[config.mk]
export PLATFORM = sky130hd
export DESIGN_NAME = psum_accum_pipe
export DESIGN_NICKNAME = d
export VERILOG_FILES = /design/src/rtl/psum_accum_pipe.sv
export SDC_FILE = /design/constraint.sdc
export NUM_CORES = 1
export LEC_CHECK = 0
export CAP_MARGIN = 25
export CORE_MARGIN = 2
export CORE_UTILIZATION = 56
export CTS_CLUSTER_DIAMETER = 80
export CTS_CLUSTER_SIZE = 25
export DETAILED_ROUTE_END_ITERATION = 10
export HOLD_SLACK_MARGIN = 0.03
export PLACE_DENSITY = 0.8
export SLEW_MARGIN = 30
export SYNTH_ARGS = -nofsm -noshare
export SYNTH_HDL_FRONTEND = slang
export SYNTH_SLANG_ARGS = --single-unit
[constraint.sdc]
create_clock -name clk -period 3.1 [get_ports clk]
set_input_delay 0.465 -clock clk [delete_from_list [all_inputs] [get_ports clk]]
set_output_delay 0.465 -clock clk [all_outputs]
set_load 0.01 [all_outputs]
[src/rtl/psum_accum_pipe.sv]
// Pipelined NUM_IN-lane signed product adder tree feeding a packet accumulator.
// One result per packet over valid/ready; the whole pipe freezes on output stall.
module psum_accum_pipe #(
  parameter int NUM_IN = 8,
  parameter int IN_W   = 8,
  parameter int ACC_W  = 16,
  parameter int CNT_W  = 8,
  parameter bit SAT    = 1'b0
) (
  input  logic                   clk,
  input  logic                   rst_n,
  input  logic                   in_valid,
  output logic                   in_ready,
  input  logic [NUM_IN*IN_W-1:0] in_data,
  input  logic                   in_last,
  output logic                   out_valid,
  input  logic                   out_ready,
  output logic [ACC_W-1:0]       out_data,
  output logic                   out_ovf,
  output logic [CNT_W-1:0]       out_cnt
);

  localparam int L  = $clog2(NUM_IN);
  localparam int TW = IN_W + L;
  localparam logic [ACC_W-1:0] MAXV = {1'b0, {(ACC_W-1){1'b1}}};
  localparam logic [ACC_W-1:0] MINV = {1'b1, {(ACC_W-1){1'b0}}};

  logic stall;
  assign stall    = out_valid && !out_ready;
  assign in_ready = !stall;

  // Level k holds NUM_IN>>k partial sums, each IN_W+k bits wide.
  for (genvar k = 0; k <= L; k++) begin : lv
    localparam int N = NUM_IN >> k;
    localparam int W = IN_W + k;
    logic [N*W-1:0] d;
    logic           v;
    logic           l;
    if (k == 0) begin : g0
      assign d = in_data;
      assign v = in_valid;
      assign l = in_last;
    end else begin : gk
      localparam int PW = W - 1;
      logic [N*W-1:0] s;
      for (genvar j = 0; j < N; j++) begin : add
        logic [PW-1:0] a;
        logic [PW-1:0] b;
        assign a = lv[k-1].d[(2*j)*PW +: PW];
        assign b = lv[k-1].d[(2*j+1)*PW +: PW];
        assign s[j*W +: W] = {a[PW-1], a} + {b[PW-1], b};
      end
      always_ff @(posedge clk) begin
        if (!rst_n) begin
          d <= '0;
          v <= 1'b0;
          l <= 1'b0;
        end else if (!stall) begin
          d <= s;
          v <= lv[k-1].v;
          l <= lv[k-1].l;
        end
      end
    end
  end

  logic [TW-1:0]    sum;
  logic             tv;
  logic             tl;
  logic [ACC_W-1:0] acc;
  logic             ovf;
  logic [CNT_W-1:0] cnt;
  logic             first;

  assign sum = lv[L].d;
  assign tv  = lv[L].v;
  assign tl  = lv[L].l;

  logic [ACC_W:0]   se;
  logic [ACC_W:0]   base;
  logic [ACC_W:0]   nx;
  logic             of;
  logic [ACC_W-1:0] res;
  logic             novf;
  logic [CNT_W-1:0] ncnt;

  always_comb begin
    se   = {{(ACC_W+1-TW){sum[TW-1]}}, sum};
    base = first ? '0 : {acc[ACC_W-1], acc};
    nx   = base + se;
    of   = nx[ACC_W] != nx[ACC_W-1];
    res  = nx[ACC_W-1:0];
    if (of && SAT) res = nx[ACC_W] ? MINV : MAXV;
    novf = (first ? 1'b0 : ovf) | of;
    ncnt = first ? CNT_W'(1) : cnt + 1'b1;
  end

  always_ff @(posedge clk) begin
    if (!rst_n) begin
      acc       <= '0;
      ovf       <= 1'b0;
      cnt       <= '0;
      first     <= 1'b1;
      out_valid <= 1'b0;
      out_data  <= '0;
      out_ovf   <= 1'b0;
      out_cnt   <= '0;
    end else if (!stall) begin
      out_valid <= tv && tl;
      if (tv) begin
        acc   <= res;
        ovf   <= novf;
        cnt   <= ncnt;
        first <= tl;
        if (tl) begin
          out_data <= res;
          out_ovf  <= novf;
          out_cnt  <= ncnt;
        end
      end
    end
  end

endmodule

==> run metrics <==
fraction of layout cells with a size suffix above 1=0.0601; CP top delay family=compound AO/OA/AOI/OAI gates; post-synth top area share=0.326; Post-CTS Setup Inserts=0; Final Setup Violations=0; hold_buf cts=0; core box area=0.0133 sq mm; antenna viol nets, final=0; WP depth=9; antenna cells=0; Synth area leader=dfxtp_1; post-synth net total=1097; Tot Pwr=0.00495 W; RSZ-0062 raised after global routing=false; Worst Hold Depth=2; synth unique cells=62; most frequent cell after synthesis=dfxtp_1; TritonCTS clock tree=done; Worst Hold Path EP=lv[2].v$_SDFFE_PN0N_; CTS root buf=clkbuf_16; initial antenna violation count=0; FF-to-FF End=acc[15]$_SDFFE_PN0P_; nets=1173; DRC errors left=0; top post-synthesis cells by count=125 x dfxtp_1, 119 x nand2_1, 85 x a21oi_1; DRT Wirelength=17400 microns; Max Slew Vio Count=0; met2 wire length=8400 microns; ys flop type=dfxtp_1; CP arrival=2.90 ns; number of max-cap violations=0; total vias in the final route=6824; YS warnings=0; wire per inst=14.4 microns; Netlist Area Pre-Place=0.00768 sq mm; H-Tree Depth=4; worst hold slack=0.449 ns; worst r2r path cells=9; buffers and inverters on the worst path=1; FP Rows=42; FILL cells=1057; Slew @ Worst Pin=0.676 ns; Area Overhead vs Synth=21.9%; worst-path cell chain=buf_4, nor2b_1, ha_1, a211o_1, a211o_1, a211oi_1, nor2_1, xnor2_1, o21ai_0; post_cts resized=0; starting density of the core=0.578; Seq/Total Area, Yosys=0.326; IO buf count=95; Die X=121 microns; met1 WL=8120 microns; clk sink count=125; mean post-synth cell area=8.15 sq um; cell mode on critical path=a211o_1; worst-skew pair later-pin latency=0.43 ns; first-pass GRT wire length=29500 microns; Total Routing Usage GR=0.251; I/O pins=96; final hold vios=0; ys async rst share=0; synth top area cells=dfxtp_1 33%, ha_1 13%, nand2_1 5.8%; Final Skew=0.0118 ns; crit path launch type=flip-flop; drt initial violations=402; critical path's slowest cell=a211o_1; status=completed; worst stage delay on the critical path=0.37 ns; CTS Buf Count=17; Worst Setup End Kind=flip-flop; CTS clk-pin slew, worst paths=0.06 ns; Via density=5.65; Yosys reg bits=125; drt first pass iters=4; DIE AREA=0.0147 sq mm; Slew headroom=0.549; Setup CP Type=flip-flop to flip-flop; top sig layer=met4; HP Class=flip-flop to flip-flop; DP HPWL=12800 microns; setup tns final=0 ns; GRT overflow=0; largest net degree at the start of global routing=64; R2R Setup Slk=0.51 ns; VDD IR-drop max=0.398 mV; period utilization=0.837; routed wl met3=636 microns; vias in the first global route=6262; CTS Buffer Depth=2; Crit Path Max Fanout=6; Reg-to-Reg Start=first$_SDFFE_PN1P_; Tmin final=2.59 ns; HP Start=lv[2].v$_SDFFE_PN0N_; PD cells=528 mW/mm^2; synthesized instance count=943; Post-synth EDFFs=0; CP Data Required Time=3.40 ns; leak pwr=3.82 nW; DP Cell Count=1176; RePlAce Congestion=0.926; Die Span Y=121 microns; fmax=385 MHz; Layout Cells excl Fill=1208
## layout by cell type, fill, tap and decap left out, types with 6 or more instances in the layout
| cell type | Yosys | final |
|---|---|---|
| ha_1 | 77 | 77 |
| inv_1 | 47 | 46 |
| nor3_1 | 14 | 14 |
| nor2b_1 | 25 | 24 |
| a22o_1 | 13 | 13 |
| nor3b_1 | 10 | 10 |
| dfxtp_1 | 125 | 125 |
| fa_1 | 8 | 8 |
| nand3_1 | 53 | 53 |
| a21oi_1 | 85 | 85 |
| buf_4 | 3 | 12 |
| a21o_1 | 8 | 8 |
| or3_1 | 15 | 15 |
| xnor2_1 | 20 | 20 |
| a211oi_1 | 12 | 12 |
| nand4_1 | 13 | 13 |
| o22ai_1 | 8 | 8 |
| clkbuf_16 | 0 | 17 |
| a311oi_1 | 6 | 6 |
| clkdlybuf4s50_1 | 0 | 94 |
| nor2_1 | 53 | 53 |
| xor2_1 | 19 | 19 |
| nand2_1 | 119 | 119 |
| o21ai_0 | 58 | 58 |
| o211ai_1 | 17 | 17 |
## sequential cells by signal, summed over array words and instances, names as in the netlist
register   cells
out_data      16
lv.v           3
lv.d          67
acc           16
first          1
out_cnt        8
cnt            8
out_valid      1
out_ovf        1
ovf            1
lv.l           3
## how the worst max path moves through the flow
stage | from | endpoint | slack [ns]
detailed placement | in_data[48] | lv[1].d[33]$_SDFFE_PN0N_ | 0.27
global route | first$_SDFFE_PN1P_ | out_data[10]$_SDFFE_PN0P_ | 0.32
finish | first$_SDFFE_PN1P_ | acc[15]$_SDFFE_PN0P_ | 0.51
CTS | first$_SDFFE_PN1P_ | acc[15]$_SDFFE_PN0P_ | 0.51
global placement | in_data[32] | lv[1].d[24]$_SDFFE_PN0N_ | 0.40
floorplan | first$_SDFFE_PN1P_ | out_data[10]$_SDFFE_PN0P_ | 0.54
## cells by family after synthesis
logic type	Yosys count	synth area share
flip-flops	125	0.326
AO/OA/AOI/OAI	260	0.216
buffers and inverters	99	0.0538
adder cells (fa/ha/maj)	85	0.146
AND/OR/NAND/NOR	333	0.211
multiplexers	2	0.00261
XOR/XNOR	39	0.0445
## report_power, final
part / switching (W) / internal [W] / leakage [nW]
sequential: 0.000101 / 0.00175 / 1.02
clock: 0.000717 / 0.00140 / 0.309
combinational: 0.000519 / 0.000463 / 2.48
total: 0.00134 / 0.00361 / 3.82
## metrics by stage
step / setup WS [ns] / utilization / cell area [sq um]
2_1_floorplan: 0.540 / - / 7680
3_3_place_gp: 0.396 / 0.657 / 8730
3_5_place_dp: 0.271 / 0.657 / 8730
4_1_cts: 0.509 / 0.704 / 9370
5_1_grt: 0.316 / 0.704 / 9370
6_report: 0.505 / 0.704 / 9370
## layer usage
metal  up-vias  track usage
li1       3529            -
met1      3130        0.321
met2       142        0.423
met3        23       0.0503
met4         0       0.0858
met5         -            0
## tightest hold or removal path, delay by kind of cell, from the launching register on
kind / cells / cell delay [ns]
flops: 1 / 0.30
simple gates: 1 / 0.05
compound gates: 1 / 0.05
## final cells by class
cell class                 count  area (sq um)  share of cell area
multi-input combinational    719          4770               0.510
sequential                   125          2500               0.267
tap                          176           220              0.0235
inverter                      48           180              0.0192
timing repair buffer         108          1060               0.113
clock buffer                  21           470              0.0502
clock inverter                11           164              0.0175
Note: power is estimated with default switching activity, not from simulation.
